<file path="src/rtl/respuesta_cero_stream.sv">
// -----------------------------------------------------------------------------
// respuesta_cero_stream
//
// Registered, handshaked zero detector. Every accepted tuple produces one
// response {Respuesta, Racha} in arrival order:
//   Respuesta : 1 when the tuple was all zeros
//   Racha     : length of the current run of consecutive zero tuples,
//               counting this tuple, saturating at 2**RACHA_W-1
// A 2-entry response buffer absorbs back-pressure from the consumer.
//
// Handshake (both sides): a transfer happens on a rising clk edge where
// valid and ready are both 1. A producer holding valid keeps its data
// stable until that edge. tupla_listo is decoded from the registered buffer
// occupancy only, so there is no combinational path from resp_listo to
// tupla_listo; a slot freed by a pop is offered on the following cycle.
//
// Optional feature (macro IGUALCERO_TOTAL_EN): adds a 16-bit wrapping
// counter total_ceros of accepted zero tuples, cleared by limpiar.
//
// Ports:
//   clk           in   clock, rising edge
//   reset_L       in   asynchronous active-low reset
//   Tupla         in   [ANCHO-1:0] tuple under test
//   tupla_valida  in   Tupla is valid
//   tupla_listo   out  block can accept a tuple (buffer not full)
//   limpiar       in   synchronous clear of the run counter (and total)
//   resp_valida   out  buffer head holds a response
//   resp_listo    in   consumer takes the head this cycle
//   Respuesta     out  head zero flag
//   Racha         out  [RACHA_W-1:0] head run length
//   total_ceros   out  [15:0] accepted zero tuples (IGUALCERO_TOTAL_EN only)
// -----------------------------------------------------------------------------
module respuesta_cero_stream #(
  parameter int ANCHO   = 16,
  parameter int RACHA_W = 8
) (
  input  logic               clk,
  input  logic               reset_L,
  input  logic [ANCHO-1:0]   Tupla,
  input  logic               tupla_valida,
  output logic               tupla_listo,
  input  logic               limpiar,
  output logic               resp_valida,
  input  logic               resp_listo,
  output logic               Respuesta,
  output logic [RACHA_W-1:0] Racha
`ifdef IGUALCERO_TOTAL_EN
  ,
  output logic [15:0]        total_ceros
`endif
);

  localparam int ENT_W = RACHA_W + 1;
  localparam logic [RACHA_W-1:0] RACHA_MAX = '1;

  // Buffer is a two-stage shift FIFO: ent0 is always the head, ent1 the
  // entry behind it. ocupacion counts valid entries (0..2).
  logic [1:0]         ocupacion;
  logic [ENT_W-1:0]   ent0;
  logic [ENT_W-1:0]   ent1;
  logic [RACHA_W-1:0] racha;

  logic               acepta;
  logic               saca;
  logic               es_cero;
  logic [RACHA_W-1:0] racha_base;
  logic [RACHA_W-1:0] racha_nueva;
  logic [ENT_W-1:0]   ent_nueva;

  assign tupla_listo = (ocupacion != 2'd2);
  assign resp_valida = (ocupacion != 2'd0);
  assign acepta      = tupla_valida && tupla_listo;
  assign saca        = resp_valida && resp_listo;
  assign Respuesta   = ent0[ENT_W-1];
  assign Racha       = ent0[RACHA_W-1:0];

  // Response for the tuple on the input this cycle. limpiar is applied
  // before the increment, so a cleared zero tuple starts a new run at 1.
  always_comb begin
    es_cero     = (Tupla == '0);
    racha_base  = limpiar ? '0 : racha;
    racha_nueva = '0;
    if (es_cero) begin
      if (racha_base == RACHA_MAX) begin
        racha_nueva = RACHA_MAX;
      end else begin
        racha_nueva = racha_base + 1'b1;
      end
    end
    ent_nueva = {es_cero, racha_nueva};
  end

  // Run counter
  always_ff @(posedge clk or negedge reset_L) begin
    if (!reset_L) begin
      racha <= '0;
    end else if (acepta) begin
      racha <= racha_nueva;
    end else if (limpiar) begin
      racha <= '0;
    end
  end

  // Response buffer
  always_ff @(posedge clk or negedge reset_L) begin
    if (!reset_L) begin
      ocupacion <= 2'd0;
      ent0      <= '0;
      ent1      <= '0;
    end else begin
      case ({acepta, saca})
        2'b10: begin
          if (ocupacion == 2'd0) begin
            ent0 <= ent_nueva;
          end else begin
            ent1 <= ent_nueva;
          end
          ocupacion <= ocupacion + 2'd1;
        end
        2'b01: begin
          // Popping the last entry leaves ent0 holding the popped value.
          if (ocupacion == 2'd2) begin
            ent0 <= ent1;
          end
          ocupacion <= ocupacion - 2'd1;
        end
        2'b11: begin
          // Accept needs a free slot and pop needs an entry, so the buffer
          // holds exactly one: the new response replaces the leaving head.
          ent0 <= ent_nueva;
        end
        default: begin
        end
      endcase
    end
  end

`ifdef IGUALCERO_TOTAL_EN
  // Counted at accept time, independent of the buffer; wraps naturally.
  always_ff @(posedge clk or negedge reset_L) begin
    if (!reset_L) begin
      total_ceros <= 16'd0;
    end else if (acepta && es_cero) begin
      total_ceros <= (limpiar ? 16'd0 : total_ceros) + 16'd1;
    end else if (limpiar) begin
      total_ceros <= 16'd0;
    end
  end
`endif

endmodule

</file>
<file path="config.mk">
export PLATFORM = sky130hd
export DESIGN_NAME = respuesta_cero_stream
export DESIGN_NICKNAME = d
export VERILOG_FILES = /design/src/rtl/respuesta_cero_stream.sv
export SDC_FILE = /design/constraint.sdc
export NUM_CORES = 1
export LEC_CHECK = 0
export CORE_ASPECT_RATIO = 0.7
export CORE_MARGIN = 2
export CORE_UTILIZATION = 56
export CTS_BUF_LIST = sky130_fd_sc_hd__clkbuf_8
export DETAILED_ROUTE_END_ITERATION = 16
export GPL_TIMING_DRIVEN = 0
export PLACE_DENSITY_LB_ADDON = 0.2
export SLEW_MARGIN = 20
export SYNTH_ARGS = -nofsm -noshare
export SYNTH_HDL_FRONTEND = slang
export SYNTH_SLANG_ARGS = --single-unit
</file>
<file path="constraint.sdc">
create_clock -name clk -period 3.35 [get_ports clk]
set_input_delay 0.335 -clock clk [delete_from_list [all_inputs] [get_ports clk]]
set_output_delay 0.335 -clock clk [all_outputs]
set_load 0.02 [all_outputs]
</file>
# Word-level counts from Yosys, hierarchy flattened
# Index checks and enable logic that the tools add are counted.
[op_classes] n_shift=0 div=0 n_bitwise=1 n_mul=0 mux=8 n_eq_ne=8 magnitude_cmp=0 add_sub_neg=3 reduce_logical=9
[op_table] cell="8-bit 2-to-1 mux" count=4
[op_table] cell="9-bit one-hot mux with 3 select lines" count=1
[op_table] cell="9-bit 2-to-1 mux" count=2
[op_table] cell="16-bit zero test" count=1
[op_table] cell="8-bit by 1-bit adder with 8-bit output (second input constant)" count=1
[op_table] cell="8-bit equality test (second input constant)" count=1
[op_table] cell="2-bit equality test (second input constant)" count=3
[op_table] cell="2-bit != test (second input constant)" count=3
[op_table] cell="2-bit one-hot mux with 2 select lines" count=1
[op_table] cell="2-bit nonzero test" count=2
[op_table] cell="3-bit AND reduction" count=1
[op_table] cell="3-bit nonzero test" count=1
[op_table] cell="2-bit by 1-bit adder with 2-bit output (second input constant)" count=1
[op_table] cell="2-bit by 1-bit equality test with 1-bit output (second input constant)" count=1
[op_table] cell="1-bit logical AND" count=2
[op_table] cell="2-bit zero test" count=1
[op_table] cell="2-bit AND reduction" count=1
[op_table] cell="2-bit by 1-bit subtractor with 2-bit output (second input constant)" count=1
[op_table] cell="1-bit inverter" count=1
[totals] out_inout_bits=11 reg_bits=28 ramBits=0 inputBits=21 mem_count=0 word_cells=33 latchBits=0 rom_bits=0

# Logic depth before layout (Yosys ltp)
# Gate-level depths: netlist (run 1).
[logic_depth] ltp_word=6 depth_mapped=10 mapped_depth_nobuf=9

# Worst setup path before layout (run 1)
# Ideal clock, no wire load.
[synth_path] path_kind="register to register" from="register ocupacion[0]" to="register ent0[4]" stages_incl_launch_ff=10 arrival_ns=2.172 period_less_slack_ns=2.309 setup_ns=0.138 slack_ns=1.041 path_buffers=2 required_ns=3.212 cell_sequence="dfrtp_1 > nand2b_1 > and2_1 > buf_2 > inv_2 > ha_1 > or3_1 > a21oi_4 > buf_6 > o221ai_1"
[synth_via] elab_chain_cells=5 word_cells_on_any_way=14 cone_classes="eq/ne (7); mux (1); reduce/logical (6)"
[synth_lines] element="start: declaration" line="58" source="logic [1:0] ocupacion;"
[synth_lines] element="start signal: assignment" line="118" source="ocupacion <= ocupacion + 2'd1;"
[synth_lines] element="start signal: assignment" line="125" source="ocupacion <= ocupacion - 2'd1;"
[synth_lines] element="2-bit != test (*)" line="70" source="assign tupla_listo = (ocupacion != 2'd2);"
[synth_lines] element="via tupla_listo" line="41" source="output logic tupla_listo,"
[synth_lines] element="1-bit logical AND (*)" line="72" source="assign acepta = tupla_valida && tupla_listo;"
[synth_lines] element="2-bit by 1-bit equality test with 1-bit output or 2-bit equality test (tied branches)" line="111" source="case ({acepta, saca})"
[synth_lines] element="2-bit != test (no line) or 3-bit nonzero test (tied branches)"
[synth_lines] element="3-bit AND reduction (no line)"
[synth_lines] element="end signal: assignment" line="114" source="ent0 <= ent_nueva;"
[synth_lines] element="end signal: assignment" line="123" source="ent0 <= ent1;"
[synth_lines] element="end signal: assignment" line="130" source="ent0 <= ent_nueva;"
[synth_lines] element="end: declaration" line="59" source="logic [ENT_W-1:0] ent0;"
# Mark *: on every way through the listed nets, which the timed path passes. The rest lies on a longest branch.
# A chain may end at the register's enable or synchronous reset.

# Final worst setup path (run 1)
[layout_path] from="register ocupacion[0]" to="register ent0[7]"
[layout_via] elab_chain_cells=5 word_cells_on_any_way=14 cone_classes="eq/ne (7); mux (1); reduce/logical (6)"
[layout_lines] element="2-bit != test or 2-bit nonzero test (tied branches)" line="70, 71"
[layout_lines] element="1-bit logical AND (on tied branches)" line="72, 73"
[layout_lines] element="2-bit by 1-bit equality test with 1-bit output or 2-bit equality test (tied branches)" line="111"
[layout_lines] element="2-bit != test (no line) or 3-bit nonzero test (tied branches)"
[layout_lines] element="3-bit AND reduction (no line)"
# Parallel ways exist; a longest one is shown, timed or not.

==> run_results.csv, run 1 <==
group,metric,value,unit
outcome,status,"complete, no violations",
timing,relSlewSlack,0.583,
synth,synth_top_area_frac,0.457,
finish,fin_area,1950,um^2
drt,postRouteWirelength,3750,um
synth,synthSimpleGateAreaFrac,0.232,
timing,final-setup-viol-count,0,
placed_design,placed_cell_area,1880,um^2
clock_tree,clock_sinks,28,
critical_path,cp.required,3500,ps
finish,multi_input_area,773,um^2
grt,grt_pass1_wl,6330,um
floorplan,die_y,47.8,um
synth,synth_cell_types,43,
floorplan,die_w,66.6,um
drt,dr.pass1.iters,4,
drt,avgRoutedWirePerCell,16.1,um
clock_tree,cts_resized,0,
finish,seqCellArea,701,um^2
drt,drt-initial-drc-count,117,
synth,synth_top_family_by_area,"simple AND/OR/NAND/NOR gates",
finish,final_util,0.771,
floorplan,die-area,3180,um^2
grt,grt_max_degree,29,
critical_path,crit_path_end_kind,"flip-flop",
clock_tree,htree_levels,1,
synth,synthCells,164,
synth,synth-compound-area-share,0.170,
finish,num_antenna_cells,0,
timing,hold_viol,0,
synth,synth_common_cells,"nand2_1 (29), dfrtp_1 (28), nor2_1 (12), o21ai_0 (11), nand3_1 (9)",
timing,fmax,396,MHz
floorplan,rows,15,
timing,tns,0,ps
clock_tree,cts-root-buf,"clkbuf_8",
timing,grt_setup_unrepaired,"false",
timing,tightestPinTransition,626,ps
clock_tree,worst_skew_pair.late_latency,280,ps
drt,drcViolationCount,0,
synth,synth_area_leaders,"dfrtp_1 (46%), nand2_1 (7.1%), o21ai_0 (3.6%)",
synth,synth-edff-count,0,
drt,vias_per_cell,6.02,
synth,yosys.area_share.adder,0.0326,
timing,finalCritPeriodShare,0.754,
timing,period_needed,2520,ps
placed_design,io_buffers,31,
clock_tree,cts_buffers,3,
synth,synth_xor_area_frac,0.0285,
drt,num_vias,1403,
clock_tree,ctsHoldBuffers,0,
synth,synthArstFlopShare,1.00,
finish,nets,225,
placed_design,gp_congestion,0.902,
timing,holdWs,62.3,ps
finish,drive_above_1_share,0.121,
synth,ys_ff_latch,28,
critical_path,crit_type,"reg -> reg",
synth,yosys_warnings,0,
critical_path,start_kind,"flip-flop",
pwr,p_leak,0.851,nW
critical_path,rr_startpoint,"ocupacion[0]$_DFFE_PN0P_",
placed_design,hpwl,2800,um
synth,syn-cell-area,1530,um^2
critical_path,rrSetupSlack,830,ps
pwr,ir_drop,0.302,mV
synth,synth.area.mux_share,0.0408,
grt,antenna_found_initial,0,
critical_path,path_max_fanout,10,
synth,synth_fp_nets,189,
clock_tree,cts_tree,"done",
timing,maxSlewViolCount,0,
flow_run,maxCapViolations,0,
critical_path,crit_arrival,2670,ps
synth,synth_area_per_cell,9.35,um^2
synth,synth.most_common_cell,"nand2_1",
drt,postRouteAntennaNets,0,
synth,yosys.area.top_type,"dfrtp_1",
floorplan,start_util,0.605,
timing,skew,3.65,ps
synth,ys.flop_type,"dfrtp_1",
clock_tree,postCtsSetupRepairBufs,0,
grt,first_global_vias,1369,
finish,fillers,185,
min_path,worst_hold_path_type,"in -> async",
critical_path,reg2reg_to,"ent0[7]$_DFFE_PN0P_",
critical_path,reg2reg_depth,9,
clock_tree,cts.reportedPaths.clkPinSlew,90,ps
placed_design,dp_worst_setup_slack,672,ps
floorplan,core,2530,um^2
grt,grt_use_total,0.279,
grt,grt.overflow.total,0,
pwr,power_density,618,nW/um^2
clock_tree,cts_max_path_buffers,2,
floorplan,pin_count,32,
timing,fin_ws,826,ps
finish,areaGrowthSynthToFinish,27.3,%
synth,yosysSeqAreaShare,0.457,
[stage by stage]
step | total power, mW | cells
detailed placement | 0.952 | 229
floorplan | 0.759 | 164
CTS | 1.21 | 233
finish | 1.21 | 233
global route | 1.27 | 233
global placement | 0.934 | 229
[final cells by class]
class,instances,share of cell area
clock inverter,1,0.0154
sequential,28,0.359
tap,34,0.0218
buffer,6,0.0211
inverter,5,0.00961
timing repair buffer,31,0.156
clock buffer,3,0.0211
multi-input combinational,125,0.396
[worst max-delay path: stages, from the launching register on]
cell	delay [ps]
dfrtp_1	430
nand2b_1	170
and2_1	130
buf_2	200
inv_2	130
ha_1	280
or3_1	380
a21oi_4	290
mux2i_1	260
o31ai_1	110
[state kept, by name, indices dropped and copies added, names as in the netlist]
signal,cells
ent0,9
ent1,9
racha,8
ocupacion,2
[kinds of logic after synthesis]
kind of cell	Yosys count
simple gates	70
buf+inv	11
mux	6
xor+xnor	5
flops	28
compound gates	40
fa+ha+maj	4
[placed cells by master, fill, tap and decap left out, types with 3 or more instances in the layout]
cell,synthesis,final
a21oi_1,4,4
a31oi_1,6,6
buf_2,3,4
clkbuf_8,0,3
clkdlybuf4s50_1,0,30
dfrtp_1,28,28
ha_1,4,4
inv_1,4,4
mux2i_1,4,4
nand2_1,29,29
nand3_1,9,9
nor2_1,12,12
nor4_1,4,4
o21ai_0,11,11
o21ai_1,7,7
xnor2_1,3,3
[metal layers]
metal,GRT usage,wire [um]
met2,0.500,1730
met4,0.0939,122
met3,0.0918,303
met1,0.326,1590
met5,0,0
[worst max-delay path by stage]
| stage | startpoint | end | slack [ps] |
|---|---|---|---|
| 4_1_cts | ocupacion[0]$_DFFE_PN0P_ | ent0[7]$_DFFE_PN0P_ | 840 |
| 3_3_place_gp | tupla_valida | ent0[4]$_DFFE_PN0P_ | 740 |
| 5_1_grt | ocupacion[0]$_DFFE_PN0P_ | ent0[7]$_DFFE_PN0P_ | 700 |
| 2_1_floorplan | ocupacion[0]$_DFFE_PN0P_ | ent0[4]$_DFFE_PN0P_ | 1040 |
| 3_5_place_dp | limpiar | ent0[2]$_DFFE_PN0P_ | 670 |
| 6_report | ocupacion[0]$_DFFE_PN0P_ | ent0[7]$_DFFE_PN0P_ | 830 |
[report_power, final]
part	internal, mW	leakage [nW]	switching [mW]
clock network	0.160	0.0357	0.104
logic	0.232	0.440	0.283
registers	0.394	0.375	0.0342
Power figures use the tool's default switching activity.
==> run 2: changes to the inputs <==
--- a/config.mk
+++ b/config.mk
@@ -7,7 +7,7 @@
 export LEC_CHECK = 0
 export CORE_ASPECT_RATIO = 0.7
 export CORE_MARGIN = 2
-export CORE_UTILIZATION = 56
+export CORE_UTILIZATION = 47
 export CTS_BUF_LIST = sky130_fd_sc_hd__clkbuf_8
 export DETAILED_ROUTE_END_ITERATION = 16
 export GPL_TIMING_DRIVEN = 0
==> constraint.sdc (replaced) <==
create_clock -name clk -period 2.11 [get_ports clk]
set_input_delay 0.211 -clock clk [delete_from_list [all_inputs] [get_ports clk]]
set_output_delay 0.211 -clock clk [all_outputs]
set_load 0.02 [all_outputs]
==> run 2 against run 1 <==
  * Largest cell class unchanged
  * Register-to-register slack got worse by 790 ps
  * Sequential cell count did not move
  * First-iteration DRC count fell by 31%
  * Clock-buffer cell count did not move
  * Routed wire length rose by 2.5%
  * Combinational power rose by 110%
  * Sequential power rose by 59%
  * Critical path depth did not move
==> run_results.csv, run 2 (synthesized netlist as in run 1, its figures left out) <==
group,metric,value,unit
timing,maxSlewViolCount,0,
critical_path,cp.required,2260,ps
clock_tree,cts_buffers,3,
pwr,p_leak,0.927,nW
drt,postRouteWirelength,3840,um
placed_design,hpwl,2830,um
placed_design,placed_cell_area,1900,um^2
timing,hold_viol,0,
grt,grt.overflow.total,0,
clock_tree,cts_tree,"done",
grt,first_global_vias,1316,
finish,layout_commonest_cell,"clkdlybuf4s50_1",
drt,avgRoutedWirePerCell,15.4,um
finish,final_util,0.681,
floorplan,rows,17,
clock_tree,cts-root-buf,"clkbuf_8",
clock_tree,worst_skew_pair.late_latency,280,ps
clock_tree,htree_levels,1,
timing,tightestPinTransition,612,ps
grt,grt_use_total,0.227,
timing,period_needed,2070,ps
critical_path,crit_slowest_cell,"dfrtp_1",
finish,fin_area,2130,um^2
flow_run,maxCapViolations,0,
finish,final_cell_mix,"clkdlybuf4s50_1 (29), nand2_1 (28), dfrtp_1 (27), buf_4 (12)",
grt,grt_pass1_wl,6530,um
critical_path,crit_arrival,2220,ps
critical_path,crit_chain,"buf_6, or2_4, nand2_4, inv_2, ha_4, or3_4, a21oi_4, mux2i_1, o31ai_1",
critical_path,path_max_fanout,6,
timing,finalCritPeriodShare,0.981,
floorplan,start_util,0.491,
clock_tree,clock_sinks,28,
finish,drive_above_1_share,0.226,
timing,tns,0,ps
critical_path,slowest_delay,420,ps
drt,dr.pass1.iters,4,
timing,skew,3.77,ps
outcome,status,"complete, no violations",
clock_tree,cts.reportedPaths.clkPinSlew,100,ps
timing,grt_setup_unrepaired,"true",
drt,postRouteAntennaNets,0,
drt,drcViolationCount,0,
floorplan,pin_count,32,
placed_design,io_buffers,31,
placed_design,gp_congestion,0.798,
critical_path,start_kind,"flip-flop",
clock_tree,cts_max_path_buffers,2,
floorplan,die_y,51.8,um
finish,nets,238,
timing,fmax,483,MHz
finish,num_antenna_cells,0,
finish,reg_top3,"ent0: 9 flops, ent1: 9 flops, racha: 8 flops",
drt,drt-initial-drc-count,81,
drt,num_vias,1397,
floorplan,die_w,72.3,um
critical_path,crit_type,"reg -> reg",
pwr,power_density,1020,nW/um^2
timing,relSlewSlack,0.592,
timing,holdWs,474,ps
grt,grt_max_degree,29,
min_path,worst_hold_path_type,"in -> async",
drt,vias_per_cell,5.59,
grt,antenna_found_initial,0,
timing,final-setup-viol-count,0,
finish,areaGrowthSynthToFinish,38.8,%
floorplan,core,3130,um^2
floorplan,die-area,3740,um^2
finish,fillers,255,
pwr,ir_drop,0.493,mV
critical_path,crit_path_end_kind,"flip-flop",
==> run 2: changes by cell type in the layout (fill, tap and decap cells not counted), sizes merged <==
| cell | previous run | this run |
|---|---|---|
| dlygate4sd2 | 0 | 1 |
| dlygate4sd3 | 0 | 1 |
| buf | 7 | 19 |
| clkdlybuf4s50 | 30 | 29 |
==> run 2: worst paths after layout <==
path                                               start                  endpoint  slack (ps)  depth (start not counted)
worst min register to register       ent1[7]$_DFFE_PN0P_       ent1[7]$_DFFE_PN0P_         490                          2
worst max register to register  ocupacion[0]$_DFFE_PN0P_       ent0[7]$_DFFE_PN0P_          40                          9
worst min-delay path                             reset_L        racha[7]$_DFF_PN0_         470                          2
min in group clk                     ent1[7]$_DFFE_PN0P_       ent1[7]$_DFFE_PN0P_         490                          2
worst max-delay path            ocupacion[0]$_DFFE_PN0P_       ent0[7]$_DFFE_PN0P_          40                          9
max in group asynchronous                        reset_L  ocupacion[1]$_DFFE_PN0P_        1200                          2
==> run 2: worst max-delay path: cells and delay by family, from the launching register on <==
| family | cells | cell delay, ps |
|---|---|---|
| compound gates | 2 | 330 |
| fa+ha+maj | 1 | 150 |
| buf+inv | 2 | 170 |
| flops | 1 | 420 |
| mux | 1 | 240 |
| simple gates | 3 | 640 |
==> run 2: cell type report <==
class | instances | area [um^2] | area share
Timing Repair Buffer | 44 | 412 | 0.193
Buffer | 6 | 47.5 | 0.0223
Multi-Input combinational cell | 125 | 826 | 0.388
Inverter | 5 | 23.8 | 0.0112
Clock buffer | 3 | 41.3 | 0.0194
Sequential cell | 28 | 702 | 0.330
Clock inverter | 1 | 30.0 | 0.0141
Tap cell | 38 | 47.5 | 0.0223
==> run 2: timing repair <==
item                                   in CTS  in global routing
pin swaps                                   3                  3
setup endpoints to repair                  19                 10
buffers inserted                            9                  3
endpoints found under the hold margin      28                  0
resized for setup                          11                  7
hold buffers                                1                  0
gates cloned                                0                  0
==> run 2: stage by stage <==
stage,setup WS [ps],instances,power [mW]
2_1_floorplan,12.4,164,1.24
4_1_cts,3.84,247,2.12
3_3_place_gp,-404,233,1.52
5_1_grt,-34.9,250,2.28
6_report,39.6,250,2.17
3_5_place_dp,-431,233,1.54
==> run 2: power by group <==
group          internal, mW  switching, mW
clock network         0.254          0.169
registers             0.628         0.0550
logic                 0.544          0.518
==> run 2: per-layer routing <==
metal  wire length [um]  GRT usage
met5                  0          0
met2               1780      0.365
met3                220     0.0426
met1               1830      0.331
met4                 10     0.0252
==> run 3: changes to the inputs <==
--- a/config.mk
+++ b/config.mk
@@ -5,6 +5,7 @@
 export SDC_FILE = /design/constraint.sdc
 export NUM_CORES = 1
 export LEC_CHECK = 0
+export ABC_CLOCK_PERIOD_IN_PS = 2110
 export CORE_ASPECT_RATIO = 0.7
 export CORE_MARGIN = 2
 export CORE_UTILIZATION = 47
==> results of run 3 <==
The final DEF is identical to that of run 2; final timing and power are the same.
